$ cat src/rtl/rsa_pkg.sv
// Shared types and constants for the RSA prime-search slice.
//   state_t    : prime_search FSM states
//   TAPS_*     : Galois LFSR tap masks for the supported word widths
//   lfsr_taps  : selects the tap mask for a given width (16, 32 or 64)
package rsa_pkg;

  typedef enum logic [2:0] {
    S_IDLE,
    S_GEN,
    S_RST_MR,
    S_EN_MR,
    S_WAIT,
    S_DONE
  } state_t;

  localparam logic [63:0] TAPS_16 = 64'h0000_0000_0000_B400;
  localparam logic [63:0] TAPS_32 = 64'h0000_0000_8020_0003;
  localparam logic [63:0] TAPS_64 = 64'hD800_0000_0000_0000;

  // Tap mask for a right-shifting Galois LFSR of the given width.
  function automatic logic [63:0] lfsr_taps(input int unsigned width);
    case (width)
      16:      return TAPS_16;
      64:      return TAPS_64;
      default: return TAPS_32;
    endcase
  endfunction

endpackage

$ cat src/rtl/galois_lfsr.sv
// Right-shifting Galois LFSR with synchronous seed load.
//   clk, rst_n : clock, async active-low reset (state resets to 1)
//   load       : load seed (a zero seed is mapped to 1)
//   step       : advance one step; with load, steps from the new seed
//   seed       : seed value
//   next_c     : combinational next value (step of current or loaded state)
module galois_lfsr
  import rsa_pkg::*;
#(
  parameter int unsigned WIDTH = 32
) (
  input  logic             clk,
  input  logic             rst_n,
  input  logic             load,
  input  logic             step,
  input  logic [WIDTH-1:0] seed,
  output logic [WIDTH-1:0] next_c
);

  localparam logic [WIDTH-1:0] TAPS = WIDTH'(lfsr_taps(WIDTH));

  logic [WIDTH-1:0] lfsr_q;
  logic [WIDTH-1:0] lfsr_d;
  logic [WIDTH-1:0] base;

  // Load takes effect before the step so a same-cycle step uses the new seed.
  always_comb begin
    base = lfsr_q;
    if (load) base = (seed == '0) ? WIDTH'(1) : seed;
    next_c = base[0] ? ((base >> 1) ^ TAPS) : (base >> 1);
    lfsr_d = lfsr_q;
    if (step)      lfsr_d = next_c;
    else if (load) lfsr_d = base;
  end

  always_ff @(posedge clk or negedge rst_n) begin
    if (!rst_n) lfsr_q <= WIDTH'(1);
    else        lfsr_q <= lfsr_d;
  end

endmodule

$ cat src/rtl/prime_search.sv
// Initiator-side driver for the miller_rabin tester: draws odd, MSB-set
// candidates from a Galois LFSR and tests them until one is a probable prime
// or the try budget is spent.
// Optional watchdog per test is built when MR_TIMEOUT_EN is defined.
//   start/seed_load/seed/t_in : search request, LFSR seeding, iteration count
//   busy/done/found/prime/tries : search status and result (registered)
//   timeout                   : watchdog fired (MR_TIMEOUT_EN only)
//   mr_rst/mr_enable/mr_n/mr_t : tester control (registered)
//   mr_done/mr_is_prime       : tester response
module prime_search
  import rsa_pkg::*;
#(
  parameter int unsigned WORD_WIDTH     = 32,
  parameter int unsigned MAX_TRIES      = 1024,
  parameter int unsigned TIMEOUT_CYCLES = 4096
) (
  input  logic                              clk,
  input  logic                              rst_n,
  input  logic                              start,
  input  logic                              seed_load,
  input  logic [WORD_WIDTH-1:0]             seed,
  input  logic [5:0]                        t_in,
  output logic                              busy,
  output logic                              done,
  output logic                              found,
  output logic [WORD_WIDTH-1:0]             prime,
  output logic [$clog2(MAX_TRIES+1)-1:0]    tries,
`ifdef MR_TIMEOUT_EN
  output logic                              timeout,
`endif
  output logic                              mr_rst,
  output logic                              mr_enable,
  output logic [WORD_WIDTH-1:0]             mr_n,
  output logic [5:0]                        mr_t,
  input  logic                              mr_done,
  input  logic                              mr_is_prime
);

  localparam int unsigned TRIES_W = $clog2(MAX_TRIES + 1);
  localparam logic [WORD_WIDTH-1:0] CAND_MASK = {1'b1, (WORD_WIDTH-2)'(0), 1'b1};

  state_t                  state_q, state_d;
  logic                    busy_q, busy_d;
  logic                    done_q, done_d;
  logic                    found_q, found_d;
  logic [WORD_WIDTH-1:0]   prime_q, prime_d;
  logic [TRIES_W-1:0]      tries_q, tries_d;
  logic                    mr_rst_q, mr_rst_d;
  logic                    mr_enable_q, mr_enable_d;
  logic [WORD_WIDTH-1:0]   mr_n_q, mr_n_d;
  logic [5:0]              mr_t_q, mr_t_d;
  logic                    lfsr_load, lfsr_step;
  logic [WORD_WIDTH-1:0]   lfsr_next;

`ifdef MR_TIMEOUT_EN
  localparam int unsigned WD_W = $clog2(TIMEOUT_CYCLES + 1);
  logic                    timeout_q, timeout_d;
  logic [WD_W-1:0]         wd_q, wd_d;
`endif

  galois_lfsr #(.WIDTH(WORD_WIDTH)) u_lfsr (
    .clk    (clk),
    .rst_n  (rst_n),
    .load   (lfsr_load),
    .step   (lfsr_step),
    .seed   (seed),
    .next_c (lfsr_next)
  );

  // Next-state and output logic.
  always_comb begin
    state_d   = state_q;
    busy_d    = busy_q;
    done_d    = 1'b0;
    found_d   = found_q;
    prime_d   = prime_q;
    tries_d   = tries_q;
    mr_n_d    = mr_n_q;
    mr_t_d    = mr_t_q;
    lfsr_load = 1'b0;
    lfsr_step = 1'b0;
`ifdef MR_TIMEOUT_EN
    timeout_d = timeout_q;
    wd_d      = wd_q;
`endif
    unique case (state_q)
      S_IDLE: begin
        lfsr_load = seed_load;
        if (start) begin
          mr_t_d  = t_in;
          tries_d = '0;
          found_d = 1'b0;
          busy_d  = 1'b1;
`ifdef MR_TIMEOUT_EN
          timeout_d = 1'b0;
`endif
          state_d = S_GEN;
        end
      end
      S_GEN: begin
        lfsr_step = 1'b1;
        mr_n_d    = lfsr_next | CAND_MASK;
        tries_d   = tries_q + TRIES_W'(1);
        state_d   = S_RST_MR;
      end
      S_RST_MR: state_d = S_EN_MR;
      S_EN_MR: begin
`ifdef MR_TIMEOUT_EN
        wd_d = '0;
`endif
        state_d = S_WAIT;
      end
      S_WAIT: begin
        if (mr_done) begin
          if (mr_is_prime) begin
            prime_d = mr_n_q;
            found_d = 1'b1;
            done_d  = 1'b1;
            state_d = S_DONE;
          end else if (tries_q == TRIES_W'(MAX_TRIES)) begin
            prime_d = mr_n_q;
            found_d = 1'b0;
            done_d  = 1'b1;
            state_d = S_DONE;
          end else begin
            state_d = S_GEN;
          end
        end
`ifdef MR_TIMEOUT_EN
        else if (wd_q == WD_W'(TIMEOUT_CYCLES - 1)) begin
          timeout_d = 1'b1;
          found_d   = 1'b0;
          prime_d   = mr_n_q;
          done_d    = 1'b1;
          state_d   = S_DONE;
        end else begin
          wd_d = wd_q + WD_W'(1);
        end
`endif
      end
      S_DONE: begin
        busy_d  = 1'b0;
        state_d = S_IDLE;
      end
      default: state_d = S_IDLE;
    endcase
    // Tester controls are decoded from the state being entered so they line up with it.
    mr_rst_d    = (state_d == S_IDLE) || (state_d == S_RST_MR);
    mr_enable_d = (state_d == S_EN_MR);
  end

  always_ff @(posedge clk or negedge rst_n) begin
    if (!rst_n) begin
      state_q     <= S_IDLE;
      busy_q      <= 1'b0;
      done_q      <= 1'b0;
      found_q     <= 1'b0;
      prime_q     <= '0;
      tries_q     <= '0;
      mr_rst_q    <= 1'b1;
      mr_enable_q <= 1'b0;
      mr_n_q      <= '0;
      mr_t_q      <= '0;
`ifdef MR_TIMEOUT_EN
      timeout_q   <= 1'b0;
      wd_q        <= '0;
`endif
    end else begin
      state_q     <= state_d;
      busy_q      <= busy_d;
      done_q      <= done_d;
      found_q     <= found_d;
      prime_q     <= prime_d;
      tries_q     <= tries_d;
      mr_rst_q    <= mr_rst_d;
      mr_enable_q <= mr_enable_d;
      mr_n_q      <= mr_n_d;
      mr_t_q      <= mr_t_d;
`ifdef MR_TIMEOUT_EN
      timeout_q   <= timeout_d;
      wd_q        <= wd_d;
`endif
    end
  end

  assign busy      = busy_q;
  assign done      = done_q;
  assign found     = found_q;
  assign prime     = prime_q;
  assign tries     = tries_q;
  assign mr_rst    = mr_rst_q;
  assign mr_enable = mr_enable_q;
  assign mr_n      = mr_n_q;
  assign mr_t      = mr_t_q;
`ifdef MR_TIMEOUT_EN
  assign timeout   = timeout_q;
`endif

endmodule
$ cat config.mk
export PLATFORM = sky130hd
export DESIGN_NAME = prime_search
export DESIGN_NICKNAME = d
export VERILOG_FILES = /design/src/rtl/rsa_pkg.sv /design/src/rtl/galois_lfsr.sv /design/src/rtl/prime_search.sv
export SDC_FILE = /design/constraint.sdc
export NUM_CORES = 1
export LEC_CHECK = 0
export CORE_MARGIN = 2
export CORE_UTILIZATION = 35
export DETAILED_ROUTE_END_ITERATION = 10
export GPL_ROUTABILITY_DRIVEN = 0
export PLACE_DENSITY_LB_ADDON = 0.12
export RECOVER_POWER = 25
export SLEW_MARGIN = 20
export SYNTH_ARGS = -nofsm -noshare
export SYNTH_HDL_FRONTEND = slang
export SYNTH_SLANG_ARGS = --single-unit
$ cat constraint.sdc
create_clock -name clk -period 2 [get_ports clk]
set_input_delay 0.3 -clock clk [delete_from_list [all_inputs] [get_ports clk]]
set_output_delay 0.3 -clock clk [all_outputs]
set_load 0.005 [all_outputs]
# ---- Word-level counts from Yosys, hierarchy flattened
# Cells that the tools add are included.
dict set report word_totals {
  regBits 121
  latchBits 0
  mem_bits_rw 0
  mem_bits_ro 0
  inputBits 44
  output_inout_bits 86
  wordCells 65
  memories 0
}
dict set report op_classes {
  n_addsub 1
  multipliers 0
  div 0
  n_lt_le_gt_ge 0
  n_eq_ne 11
  n_shift 0
  n_mux 27
  bitwise 1
  reduce_logical 14
}
# cell n
set op_table {}
lappend op_table {{$mux W32} 7}
lappend op_table {{$logic_not A32 Y1} 1}
lappend op_table {{$pmux W11 S2} 1}
lappend op_table {{$pmux W3 S5} 1}
lappend op_table {{$eq A3 B2 Y1 const B} 4}
lappend op_table {{$mux W3} 4}
lappend op_table {{$add A11 B1 Y11 const B} 1}
lappend op_table {{$eq A11 B11 Y1 const B} 1}
lappend op_table {{$mux W1} 11}
lappend op_table {{$mux W11} 1}
lappend op_table {{$reduce_bool A2 Y1} 5}
lappend op_table {{$eq A3 B3 Y1 const B} 2}
lappend op_table {{$logic_not A3 Y1} 2}
lappend op_table {{$reduce_and A2 Y1} 3}
lappend op_table {{$ne A2 B2 Y1 const B} 2}
lappend op_table {{$not A3 Y4} 1}
lappend op_table {{$pmux W1 S2} 2}
lappend op_table {{$reduce_and A4 Y1} 1}
lappend op_table {{$eq A3 B1 Y1 const B} 1}
lappend op_table {{$ne A3 B3 Y1 const B} 1}
lappend op_table {{$reduce_and A3 Y1} 1}
lappend op_table {{$logic_or A1 B1 Y1} 1}

# ---- Logic depth before layout (Yosys ltp)
dict set report logic_depth {
  word_depth 7
  mapped_depth 7
  mapped_depth_nobuf 5
}

# ---- By module
# From an unflattened synthesis, not the netlist that was laid out.
dict set report unflattened {
  cells_unflattened 554
  hier_area_um2 5730.5
}
# module n_inst cells_per_inst area_each_um2 seq_area_each_um2
set by_module_without_submodules {}
lappend by_module_without_submodules {prime_search 1 361 3983.8 2178.3}
lappend by_module_without_submodules {galois_lfsr 1 193 1746.7 802.0}

# ---- Worst setup path before layout
# OpenSTA, ideal clock, no wires.
dict set report synth_path {
  path_kind {flip-flop to flip-flop}
  from {register tries_q[4], in the netlist tries[4]}
  to {register prime_q[0], in the netlist prime[0]}
  setup_ns 0.125
  arrival_time_ns 1.631
  t_required_ns 1.875
  setup_slack_ns 0.243
  stages_incl_launch_ff 8
  path_buffers 3
  synth_period_minus_slack_ns 1.757
  cell_sequence {dfrtp_1 buf_6 nor4_2 and4_1 o21a_1 buf_6 buf_12 mux2_4}
}
dict set report synth_between {
  elab_chain_cells 3
}
# item line_no
set synth_lines {}
lappend synth_lines {{from (decl)} prime_search.sv:47} ;# logic [TRIES_W-1:0] tries_q, tries_d;
lappend synth_lines {{from (signal assigned)} prime_search.sv:174} ;# tries_q <= tries_d;
lappend synth_lines {{$eq A11 B11 Y1} prime_search.sv:120} ;# end else if (tries_q == TRIES_W'(MAX_TRIES)) begin
lappend synth_lines {{$reduce_bool A2 Y1 (no line)} n/a}
lappend synth_lines {{$reduce_and A3 Y1 (no line)} n/a}
lappend synth_lines {{to (signal assigned)} prime_search.sv:173} ;# prime_q <= prime_d;
lappend synth_lines {{to (decl)} prime_search.sv:46} ;# logic [WORD_WIDTH-1:0] prime_q, prime_d;
# Every way passes these cells.
# A chain may end at the register's enable or synchronous reset.

# ---- Worst setup path in the final report
dict set report layout_path {
  from {register state_q[2]}
  to {register u_lfsr.lfsr_q[26]}
}
dict set report layout_between {
  elab_chain_cells 5
  word_cells_on_any_way 9
  cone_classes {1 x eq/ne; 6 x mux; 2 x reduce/logical}
}
# item line_no
set layout_lines {}
lappend layout_lines {{from (decl)} prime_search.sv:42} ;# state_t state_q, state_d;
lappend layout_lines {{from (signal assigned)} prime_search.sv:169} ;# state_q <= state_d;
lappend layout_lines {{$logic_not A3 Y1} prime_search.sv:86} ;# unique case (state_q)
lappend layout_lines {{$mux W1} prime_search.sv:86}
lappend layout_lines {{$mux W32} galois_lfsr.sv:29} ;# if (load) base = (seed == '0) ? WIDTH'(1) : seed;
lappend layout_lines {{$mux W32, on equally long branches} {galois_lfsr.sv:33, galois_lfsr.sv:30}}
lappend layout_lines {{$mux W32} galois_lfsr.sv:32} ;# if (step) lfsr_d = next_c;
lappend layout_lines {{to (signal assigned)} galois_lfsr.sv:38} ;# else lfsr_q <= lfsr_d;
lappend layout_lines {{to (decl)} galois_lfsr.sv:22} ;# logic [WIDTH-1:0] lfsr_q;
# Several ways; a longest one is shown, not always the timed one. The select of a mux whose other input is x is not followed.

==> key figures <==
Timing
  – Final setup margin: about 0.12 ns
  – Crit share post-route: 0.938
  – Slew @ Worst Pin: approximately 1.0 ns
  – Fin. Hold Viols: 0
  – Clk_skew: 0.00710 ns
  – Relative slew slack: 0.310
  – Final Slew Violations: 0
  – RSZ-0062 raised after global routing: false
  – Fmax: between 500 and 600 MHz
  – Finish-stage setup viols: 0
  – Crit path time final: around 1.9 ns
  – Worst hold slack: ~0.43 ns

Synth
  – Most area-hungry cell type in the Yosys netlist: dfrtp_1
  – Synth Area in Compound Gates: 0.138
  – Most frequent cell after synthesis: dfrtp_1
  – Largest family of logic cells by synthesized area: compound AO/OA/AOI/OAI gates
  – Primary FF master, synth: dfrtp_1
  – #FFs+latches synth: 119
  – Yosys top cell area share: 0.565
  – Warnings from Yosys: 0
  – XOR/XNOR share of the synthesized area: 0.00507
  – Most instantiated cells after synthesis: dfrtp_1, nand2_1, mux2_4, and4_1
  – Sequential area share after synthesis: 0.576
  – Proportion of synthesized area in mux cells: 0.0996
  – Simple-Gate Fraction of Synth Area: 0.130
  – Synth Area per Inst: 12.9 sq um
  – Number of synthesized flops with an enable pin: 0
  – Fraction of registers with async set/reset: 1.00
  – Synth Area in Adders: 0.00483
  – Mapped Area: between 5000 and 6000 sq um
  – Mapped Cells: 400
  – Leading post-synthesis cells by cell area: dfrtp_1, mux2_4, a221o_1
  – Synthesized net count: about 450
  – Netlist cell types: 46

Global routing
  – First-pass GRT wire length: about 22000 um
  – GRT Total Usage: 0.172
  – Largest net degree at the start of global routing: 48
  – Vias in the first global route: about 4000
  – Grt total ovfl: 0
  – Initial antenna violation count: 0

Route
  – Detailed Route WL: roughly 13000 um
  – DRT iter0 DRCs: between 200 and 250
  – Total number of vias: approximately 3800
  – Detail Route Antenna Nets: 0
  – DRC viols: 0
  – DR vias/cell: a little over 5
  – Routed WL per cell: 17.7 um
  – Drt pass-1 iters: 4

Die
  – Initial Util: 0.358
  – DIE AREA: around 16000 sq um
  – I/O Pins: 130
  – Core box area: 14500 sq um
  – Die Wd: approximately 130 um
  – Rows: 44
  – Die Ht: between 100 and 150 um

Critical path
  – WP data arrival: roughly 2.2 ns
  – WP data required: 2.29 ns
  – Critical path class: flop to flop
  – CP endpoint kind: flop
  – Crit-path max FO: 31
  – CP startpoint kind: flop

Flow run
  – Max cap viols: 0

Pwr
  – Internal Power: a little under 8 mW
  – Switch share: 0.309
  – Lkg Pwr: 3.32 nW
  – Comb pwr share: 0.391
  – Max VDD drop: 0.658 mV
  – Power per Cell Area: 1560 nW/um^2
  – Sw power: roughly 3.5 mW
  – Reg power frac: 0.369
  – Power consumption: between 10 and 15 mW
  – Clock power share: 0.241

Min path
  – Hold crit path type: primary input to flop

Place
  – IO buf count: approximately 130
  – Post-DP Area: between 6000 and 7000 sq um
  – Place WS: -0.0904 ns
  – Placed instance count: around 710
  – Detailed Place HPWL: 9120 um

Layout
  – Fraction of layout cells with a size suffix above 1: 0.185
  – Area of the multi-input gates: approximately 2000 sq um
  – Syn-to-layout area delta: 40.5%
  – Finished Layout Cells: 740
  – Fill count: roughly 1300
  – # diodes: 0
  – Net count reported at finish: 589
  – Reg area: a little under 3000 sq um
  – Final instance area: 7280 sq um

CTS
  – Clock Sinks: between 100 and 150
  – Worst-path clk slew: 0.05 ns
  – H-Tree Depth: 4
  – CTS tree: done
  – CTS max path bufs: 2
  – TritonCTS buffer count: 17
  – CTS root buffer: clkbuf_16
  – Skew-Pair Late Insertion Delay: slightly above 0.4 ns

Outcome
  – Status: finished clean
## metal layers
layer	global-route usage	vias to the layer above	share of wire
li1	-	1791	-
met1	0.239	1926	0.47
met2	0.263	107	0.47
met3	0.0489	17	0.049
met4	0.0536	0	0.012
met5	0	-	0
## final timing paths
kind,startpoint,endpoint,slack [ns],cells past startpoint
worst max-delay path,state_q[2],u_lfsr.lfsr_q[26],0.12,3
worst min-delay path,t_in[1],mr_t[1],0.43,3
worst max register to register,state_q[2],u_lfsr.lfsr_q[26],0.12,3
worst min register to register,mr_t[4],mr_t[4],0.47,2
max in group asynchronous,rst_n,prime[18],0.45,3
min in group asynchronous,rst_n,prime[20],0.60,2
## stage by stage
stage / TNS [ns] / utilization
after floorplan: 0 / -
after global placement: -0.0345 / 0.465
after detailed placement: -0.389 / 0.465
after CTS: 0 / 0.503
after global routing: 0 / 0.503
final: 0 / 0.503
## placed cells by master (no fill, tap or decap), drive strengths merged, types with 3 or more instances in the layout
master         netlist  routed
a31oi                3       3
dfrtp              117     117
clkbuf              10      25
clkinv               0       7
nor4                11      11
nand2               37      37
a21o                25      25
a22oi                3       3
and4                26      26
nor4b                3       3
and3                 4       4
nor2                10      10
inv                  4       3
mux2                32      32
clkdlybuf4s50        0     128
buf                 22      25
a21oi                7       7
nand4                6       6
mux2i                5       5
o21ai               23      23
a221o               25      25
nand3                4       4
clkinvlp             0       3
## power groups by stage
stage / registers [mW] / logic (mW) / clock network (mW)
after floorplan: 4.07 / 2.38 / 0
after global placement: 4.18 / 4.42 / 0
after detailed placement: 4.21 / 4.48 / 0
after CTS: 4.20 / 4.52 / 2.80
after global routing: 4.33 / 4.87 / 2.91
final: 4.19 / 4.44 / 2.73
## flip-flops by register name (all words and copies together), names as in the netlist, 3 cells and up
register	cells
mr_t	6
mr_n	31
tries	11
prime	31
u_lfsr.lfsr_q	32
state_q	3
## worst max-delay path, cell delays in order, from the launching register on
cell,delay [ns]
dfrtp_1,0.56
clkinvlp_4,0.50
and4_1,0.42
a221o_1,0.27
## layout make-up
cell class | count | share of cell area
flip-flops and latches | 119 | 0.410
repair buffers | 156 | 0.212
multi-input cells | 245 | 0.270
clock inverters | 9 | 0.00688
inverters | 4 | 0.00258
clock buffers | 23 | 0.0671
well taps | 184 | 0.0316
## cell families (layout without fill, tap and decap cells)
| group | after synthesis | after routing |
|---|---|---|
| DFF | 119 | 119 |
| adders and majority gates | 2 | 2 |
| buffers and inverters | 36 | 192 |
| muxes | 37 | 37 |
| xor gates and xnor gates | 3 | 3 |
| and+or+nand+nor | 106 | 106 |
| AOI/OAI and AO/OA | 97 | 97 |
## what timing repair did
| item | 4_1_cts | 5_1_grt |
|---|---|---|
| hold buffers | 1 | 0 |
| hold endpoints to repair | 35 | 0 |
| setup endpoints to repair | 6 | 7 |
| buffers inserted | 0 | 0 |
| resized for setup | 1 | 2 |
Note: power is estimated with default switching activity, not from simulation.
